`src/rtl/fpga_cfg_pkg.sv`:
```
// Shared types and constants for the CRAM bitstream loader.
package fpga_cfg_pkg;

   typedef enum logic [2:0] {
      ST_IDLE,
      ST_LOAD,
      ST_SHIFT,
      ST_CHECK,
      ST_DONE,
      ST_ERROR
   } cfg_state_t;

   localparam logic [15:0] CFG_CRC_POLY = 16'h1021;
   localparam logic [15:0] CFG_CRC_INIT = 16'hFFFF;

endpackage

```
`src/rtl/fpga_config_loader_crc.sv`:
```
// Bit-serial CRC-16-CCITT over the shifted configuration stream (MSB-feedback form).
module cfg_crc16
   import fpga_cfg_pkg::*;
(
   input  logic        clk,
   input  logic        rst,
   input  logic        clr,
   input  logic        bit_valid,
   input  logic        bit_in,
   output logic [15:0] crc
);

   logic [15:0] crc_q, crc_d;
   logic        fb;

   always_comb begin
      crc_d = crc_q;
      fb    = crc_q[15] ^ bit_in;
      if (clr) begin
         crc_d = CFG_CRC_INIT;
      end else if (bit_valid) begin
         crc_d = {crc_q[14:0], 1'b0} ^ (fb ? CFG_CRC_POLY : 16'h0000);
      end
   end

   always_ff @(posedge clk) begin
      if (rst) crc_q <= CFG_CRC_INIT;
      else     crc_q <= crc_d;
   end

   assign crc = crc_q;

endmodule

```
`src/rtl/fpga_config_loader.sv`:
```
// Host-stream to CRAM scan-chain loader; holds the fabric in reset until the chain is full.
// Optional CRC check of the shifted stream is enabled with `define FPGA_CFG_CRC_EN.
//
// state    | meaning
// ST_IDLE  | waiting for start; done/error/fabric-release hold from last load
// ST_LOAD  | s_ready high, waiting for the next host word
// ST_SHIFT | one chain bit per cycle, LSB first
// ST_CHECK | (CRC build) accept one word holding the expected CRC
// ST_DONE  | one cycle; release fabric, flag done
// ST_ERROR | one cycle; flag error, fabric stays in reset
module fpga_config_loader
   import fpga_cfg_pkg::*;
#(
   parameter int WORD_W    = 16,
   parameter int CHAIN_LEN = 4096
) (
   input  logic              clk,
   input  logic              rst,
   input  logic              start,
   input  logic [WORD_W-1:0] s_data,
   input  logic              s_valid,
   output logic              s_ready,
   output logic              cram_en,
   output logic              cram_config_en,
   output logic              cram_data,
   output logic              le_nrst_out,
   output logic              le_en_out,
   output logic              busy,
   output logic              done,
   output logic              error
);

   localparam int BW = $clog2(CHAIN_LEN + 1);
   localparam int WW = $clog2(WORD_W + 1);
   localparam logic [BW-1:0] BIT_LAST  = BW'(CHAIN_LEN - 1);
   localparam logic [WW-1:0] WORD_LAST = WW'(WORD_W - 1);

   cfg_state_t        state_q, state_d;
   logic [BW-1:0]     bit_cnt_q, bit_cnt_d;
   logic [WW-1:0]     wcnt_q, wcnt_d;
   logic [WORD_W-1:0] shreg_q, shreg_d;
   logic              s_ready_q, cram_en_q, busy_q;
   logic              done_q, done_d;
   logic              le_nrst_q, le_nrst_d;

`ifdef FPGA_CFG_CRC_EN
   logic        error_q, error_d;
   logic [15:0] crc;

   cfg_crc16 u_crc (
      .clk       (clk),
      .rst       (rst),
      .clr       (state_q == ST_IDLE && start),
      .bit_valid (state_q == ST_SHIFT),
      .bit_in    (shreg_q[0]),
      .crc       (crc)
   );
`endif

   always_comb begin
      state_d   = state_q;
      bit_cnt_d = bit_cnt_q;
      wcnt_d    = wcnt_q;
      shreg_d   = shreg_q;
      done_d    = done_q;
      le_nrst_d = le_nrst_q;
`ifdef FPGA_CFG_CRC_EN
      error_d   = error_q;
`endif
      case (state_q)
         ST_IDLE: begin
            if (start) begin
               state_d   = ST_LOAD;
               bit_cnt_d = '0;
               wcnt_d    = '0;
               done_d    = 1'b0;
               le_nrst_d = 1'b0;
`ifdef FPGA_CFG_CRC_EN
               error_d   = 1'b0;
`endif
            end
         end
         ST_LOAD: begin
            if (s_valid && s_ready_q) begin
               shreg_d = s_data;
               wcnt_d  = '0;
               state_d = ST_SHIFT;
            end
         end
         ST_SHIFT: begin
            bit_cnt_d = bit_cnt_q + 1'b1;
            wcnt_d    = wcnt_q + 1'b1;
            shreg_d   = shreg_q >> 1;
            // Clearing the shifter on exit keeps cram_data low outside SHIFT
            // and drops the unused upper bits of a partial last word.
            if (wcnt_q == WORD_LAST || bit_cnt_q == BIT_LAST) begin
               shreg_d = '0;
               if (bit_cnt_q == BIT_LAST) begin
`ifdef FPGA_CFG_CRC_EN
                  state_d = ST_CHECK;
`else
                  state_d = ST_DONE;
`endif
               end else begin
                  state_d = ST_LOAD;
               end
            end
         end
`ifdef FPGA_CFG_CRC_EN
         ST_CHECK: begin
            if (s_valid && s_ready_q) begin
               state_d = (crc == s_data[15:0]) ? ST_DONE : ST_ERROR;
            end
         end
`endif
         ST_DONE:  state_d = ST_IDLE;
         ST_ERROR: state_d = ST_IDLE;
         default:  state_d = ST_IDLE;
      endcase

      if (state_d == ST_DONE) begin
         done_d    = 1'b1;
         le_nrst_d = 1'b1;
      end
`ifdef FPGA_CFG_CRC_EN
      if (state_d == ST_ERROR) error_d = 1'b1;
`endif
   end

   // Outputs are registered from the next state so they line up with state_q.
   always_ff @(posedge clk) begin
      if (rst) begin
         state_q   <= ST_IDLE;
         bit_cnt_q <= '0;
         wcnt_q    <= '0;
         shreg_q   <= '0;
         s_ready_q <= 1'b0;
         cram_en_q <= 1'b0;
         busy_q    <= 1'b0;
         done_q    <= 1'b0;
         le_nrst_q <= 1'b0;
      end else begin
         state_q   <= state_d;
         bit_cnt_q <= bit_cnt_d;
         wcnt_q    <= wcnt_d;
         shreg_q   <= shreg_d;
         s_ready_q <= (state_d == ST_LOAD) || (state_d == ST_CHECK);
         cram_en_q <= (state_d == ST_SHIFT);
         busy_q    <= (state_d == ST_LOAD) || (state_d == ST_SHIFT) || (state_d == ST_CHECK);
         done_q    <= done_d;
         le_nrst_q <= le_nrst_d;
      end
   end

`ifdef FPGA_CFG_CRC_EN
   always_ff @(posedge clk) begin
      if (rst) error_q <= 1'b0;
      else     error_q <= error_d;
   end
   assign error = error_q;
`else
   assign error = 1'b0;
`endif

   assign s_ready        = s_ready_q;
   assign cram_en        = cram_en_q;
   assign cram_config_en = cram_en_q;
   assign cram_data      = shreg_q[0];
   assign le_nrst_out    = le_nrst_q;
   assign le_en_out      = le_nrst_q;
   assign busy           = busy_q;
   assign done           = done_q;

endmodule

```
`config.mk`:
```
export PLATFORM = sky130hd
export DESIGN_NAME = fpga_config_loader
export DESIGN_NICKNAME = d
export VERILOG_FILES = /design/src/rtl/fpga_cfg_pkg.sv /design/src/rtl/fpga_config_loader_crc.sv /design/src/rtl/fpga_config_loader.sv
export SDC_FILE = /design/constraint.sdc
export NUM_CORES = 1
export LEC_CHECK = 0
export ABC_AREA = 0
export BUFFER_PORTS_ARGS = -buffer_cell sky130_fd_sc_hd__buf_4
export CAP_MARGIN = 20
export CORE_UTILIZATION = 60
export CTS_CLUSTER_DIAMETER = 30
export DETAILED_ROUTE_END_ITERATION = 10
export PLACE_DENSITY_LB_ADDON = 0.25
export SYNTH_ARGS = -nofsm -noshare
export SYNTH_HDL_FRONTEND = slang
export SYNTH_SLANG_ARGS = --single-unit
```
`constraint.sdc`:
```
create_clock -name clk -period 4 [get_ports clk]
set_input_delay 0.2 -clock clk [delete_from_list [all_inputs] [get_ports clk]]
set_output_delay 0.2 -clock clk [all_outputs]
set_load 0.05 [all_outputs]
```
# Yosys cells after proc, flatten, opt, wreduce, memory -nomap -nowiden
# Cells that the tools add are included.
[word_totals]
ff_bits = 41
inputBits = 20
output_inout_bits = 9
elab_cells = 51
[classes]
n_addsub = 2
n_eq_ne = 10
muxes = 16
n_reduce_logical = 15
[ops]
columns = ["cell", "n"]
rows = [
  ["one-hot mux 16 bit (2 select lines)", 1],
  ["one-hot mux 13 bit (2 select lines)", 1],
  ["2-to-1 mux 16 bit", 1],
  ["2-to-1 mux 15 bit", 1],
  ["one-hot mux 5 bit (3 select lines)", 1],
  ["adder 13 x 1 -> 13 bit (second input constant)", 1],
  ["== test 13 x 12 -> 1 bit (second input constant)", 1],
  ["2-to-1 mux 13 bit", 1],
  ["2-to-1 mux 3 bit", 4],
  ["2-to-1 mux 5 bit", 2],
  ["== test 3 x 2 -> 1 bit (second input constant)", 3],
  ["one-hot mux 3 bit (3 select lines)", 1],
  ["nonzero test 2 bit", 4],
  ["== test 3 x 1 -> 1 bit (second input constant)", 2],
  ["AND reduction 2 bit", 3],
  ["adder 5 x 1 -> 5 bit (second input constant)", 1],
  ["== test 5 x 4 -> 1 bit (second input constant)", 1],
  ["logical OR 1 bit", 4],
  ["inequality test 2 bit (second input constant)", 2],
  ["== test 3 bit (second input constant)", 1],
  ["zero test 3 bit", 1],
  ["2-to-1 mux 1 bit", 3],
  ["AND reduction 3 bit", 1],
  ["nonzero test 3 bit", 1],
  ["logical AND 1 bit", 1],
]

# Logic depth before layout (Yosys ltp)
[depth]
ltp_word = 7
ltp_mapped = 9
depth_no_buf = 7

# Worst setup path before layout
# OpenSTA, ideal clock, no wires.
[synth_timing]
path_type = "reg2reg"
from = "register wcnt_q[0]"
to = "register shreg_q[10]"
setup_time_ps = 86
arrival_time_ps = 1833
required_ps = 3914
slack_ps = 2082
stages_incl_launch_ff = 10
n_path_buf = 2
synth_period_minus_slack_ps = 1918
path_cell_list = "dfxtp_1 ha_1 and3_1 ha_1 nor4b_1 o41a_1 buf_2 buf_2 nand2_1 a211oi_1"
[synth_between]
elab_chain_len = 4
[synth_lines]
columns = ["item", "line_no", "text"]
rows = [
  ["from (decl)", "fpga_config_loader.sv:40", "logic [WW-1:0] wcnt_q, wcnt_d;"],
  ["from (signal assigned)", "fpga_config_loader.sv:145", "wcnt_q <= wcnt_d;"],
  ["== test 5 x 4 -> 1 bit", "fpga_config_loader.sv:96", "if (wcnt_q == WORD_LAST || bit_cnt_q == BIT_LAST) begin"],
  ["logical OR 1 bit", "fpga_config_loader.sv:96", ""],
  ["2-to-1 mux 15 bit", "fpga_config_loader.sv:96", ""],
  ["one-hot mux 16 bit (2 select lines)", "fpga_config_loader.sv:70", "case (state_q)"],
  ["to (signal assigned)", "fpga_config_loader.sv:146", "shreg_q <= shreg_d;"],
  ["to (decl)", "fpga_config_loader.sv:41", "logic [WORD_W-1:0] shreg_q, shreg_d;"],
]
# No other way between the ends.
# A chain may end at the register's enable or synchronous reset.

# Worst setup path after layout
[layout_timing]
from = "register state_q[1]"
to = "register bit_cnt_q[10]"
[layout_between]
elab_chain_len = 3
elab_cells_between_ends = 6
cone_classes = "2 x eq/ne; 1 x mux; 3 x reduce/logical"
[layout_lines]
columns = ["item", "line_no", "text"]
rows = [
  ["from (decl)", "fpga_config_loader.sv:38", "cfg_state_t state_q, state_d;"],
  ["from (signal assigned)", "fpga_config_loader.sv:143", "state_q <= state_d;"],
  ["== test 3 x 2 -> 1 bit / zero test 3 bit (equally long branches)", "fpga_config_loader.sv:70", ""],
  ["nonzero test 2 bit (no line) / inequality test 2 bit (equally long branches)", "-", ""],
  ["AND reduction 2 bit (no line)", "-", ""],
  ["to (signal assigned)", "fpga_config_loader.sv:144", "bit_cnt_q <= bit_cnt_d;"],
  ["to (decl)", "fpga_config_loader.sv:39", "logic [BW-1:0] bit_cnt_q, bit_cnt_d;"],
]
# Parallel ways exist; a longest one is shown, timed or not.

==> results.cfg <==
[worst_hold_path]
whs_path_depth = 3
min-delay-path-class = in -> reg

[die]
fp-row-count = 20
dieArea_um2 = 3460
start_util = 0.635
chipHeight_um = 58.8
die_w_um = 58.8
core_um2 = 3050
io-pin-count = 29

[job]
maxCapViolCount = 0

[cells_and_area]
area_delta_synth_final_pct = 10.5
fill_cells = 271
drive_above_1_share = 0.171
final_cells = 295
utilization = 0.702
final_nets = 273
diodes = 0
design_area_um2 = 2140

[cts]
cts_tree = built
clock_latency_ps = 360
cts_sinks = 41
cts_setup_buffers = 0
cts_hold_buf = 0
clk_path_buf_depth = 2
htree_levels = 2
root_buffer = clkbuf_4
clk_pin_slew_worst_paths_ps = 120
cts_buffers = 5
cts_resized = 0

[sta]
period_needed_ps = 2320
fmax_mhz = 431
rsz0062_at_grt = false
tightest_slew_ps = 1050
fin_ws_ps = 1680
hold_viol = 0
slew_viol_final = 0
fin_crit_sh = 0.580
slew_headroom = 0.294
setup_violations = 0
finClkSkew_ps = 4.46
hold-worst-slack_ps = 85.3
finalSetupTns_ps = 0

[setup_path]
critPathArrivalTime_ps = 2570
cp_cell_sequence = or3b_1 -> or4_4 -> nand4_1 -> o31ai_2
worst_r2r_path_depth = 4
crit_buf_inv = 0
cpPeakStageDelay_ps = 760
critPathLaunchType = flip-flop
crit_family = simple AND/OR/NAND/NOR gates
crit_path_top_delay_cell = or3b_1
cp.depth = 4
cp-end-kind = flip-flop
path_max_fanout = 28
worstPathRequired_ps = 4250
crit_type = reg -> reg

[global_routing]
grt.total_usage = 0.257
grt_pass1_vias = 1528
grt_pass1_wl_um = 6740
antenna_found_initial = 0
overflow = 0
grt_max_degree = 41

[yosys]
synth_edf_count = 0
syn_inst = 236
synth_adder_area_share = 0.0194
async_flop_share = 0
synth_compound_area_frac = 0.221
ys_top_cells_by_area = dfxtp_1 (42%), nor2_1 (7.2%), a211oi_1 (6.6%)
yosys.area_share.simple = 0.254
synth_top_area_frac = 0.423
synthXorXnorAreaFrac = 0.00452
syn_nets = 259
synth-seq-area-share = 0.423
synth_top_family_by_area = simple AND/OR/NAND/NOR gates
syn_area_um2 = 1940
ys_seq_elements = 41
synth_mux_area_frac = 0.0116
synth_ff_type = dfxtp_1
synthDistinctLibCells = 41
avgSynthCellArea_um2 = 8.21
synth_area_leader_cell = dfxtp_1
yosys_warnings = 0

[place]
io_buffers = 27
place_inst = 287
hpwl_um = 2620
gp_congestion = 0.825
place_area_um2 = 2090
place_ws_ps = 1710

[power]
ir_drop_mv = 0.219
power.total_uw = 694
leakagePower_nw = 0.784
powerDensity_nw_per_um2 = 324

[drt]
wirelength_um = 3930
first_pass_iters = 4
drc = 0
wl_per_cell_um = 13.3
antenna_left = 0
vias = 1743
initialDrtViolationCount = 108
routed_via_density = 5.91

[status]
outcome = completed
placed cells by master (no fill, tap or decap), types with 2 or more instances in the layout:
cell type,Yosys,routed
nor4b_1,2,2
o31ai_2,2,2
o211ai_1,2,2
a211oi_1,17,17
nor2_1,37,37
mux2_2,2,2
o211a_1,2,2
nand2_1,22,22
clkinv_2,0,2
clkbuf_4,0,5
a22oi_1,2,2
and3_1,2,2
buf_4,4,28
or3_1,3,3
o21ai_0,19,19
inv_1,2,2
nand3b_1,4,4
dfxtp_1,41,41
a21oi_1,15,15
a221oi_1,2,2
nand4_1,4,4
and4_1,2,2
nor4_1,2,2
ha_1,3,3
nor3_1,5,5
nand3_1,10,10
power breakdown:
| group | internal (mW) | switching, mW | leakage, nW | total [mW] |
|---|---|---|---|---|
| registers | 0.418 | 0.00710 | 0.332 | 0.425 |
| clock network | 0.0662 | 0.136 | 0.0310 | 0.202 |
| logic | 0.0276 | 0.0393 | 0.421 | 0.0669 |
path summary, 6_finish.rpt:
kind                            slack [ps]                     start                    endpoint
worst max register to register        1680     state_q[1]$_SDFF_PP0_  bit_cnt_q[10]$_SDFFE_PP0P_
worst min register to register         460  shreg_q[10]$_SDFFE_PP0P_     shreg_q[9]$_SDFFE_PP0P_
worst min-delay path                    90                s_data[15]    shreg_q[15]$_SDFFE_PP0P_
worst max-delay path                  1680     state_q[1]$_SDFF_PP0_  bit_cnt_q[10]$_SDFFE_PP0P_
synth_stat cells (2+ instances only):
cell and count:
nor2_1 37, nand3b_1 4, nor4b_1 2, nand2_1 22, o211a_1 2, nor3_1 5, nor4_1 2, or3_1 3
o21ai_0 19, and3_1 2, dfxtp_1 41, mux2_2 2, a22oi_1 2, and4_1 2, ha_1 3, buf_2 5
a211oi_1 17, buf_4 4, o31ai_2 2, o211ai_1 2, a221oi_1 2, clkbuf_1 9, buf_6 2, inv_1 2
nand3_1 10, a21oi_1 15, nand4_1 4
logic make-up after synthesis:
logic type | after synthesis
buf+inv | 23
mux | 2
simple gates | 100
xor+xnor | 1
compound gates | 65
flops | 41
fa+ha+maj | 3
other cells | 1
tightest hold or removal path, cell delays in order:
cell     delay, ps
buf_4          110
nand2_1         50
a21oi_1         50
flip-flops by register name, summed over array words and instances (netlist names):
name            flops
wcnt_q              5
cram_config_en      1
s_ready             1
busy                1
state_q             3
le_en_out           1
bit_cnt_q          13
shreg_q            16
final cells by class:
class                   instances  area (um^2)  area share
clock buffers                   5         37.5      0.0175
clock inverters                 3         17.5     0.00818
inverters                       2         7.51     0.00350
multi-input cells             172          993       0.464
flip-flops and latches         41          821       0.383
well taps                      44         55.1      0.0257
repair buffers                 28          210      0.0981
metal layers:
layer  up-vias  track usage  routed length [um]
met5         -            0                   0
met1       812        0.342                1920
met2        38        0.380                1740
met3        11       0.0681                 177
met4         0        0.139                  86
li1        882            -                   -
Note: power is estimated with default switching activity, not from simulation.
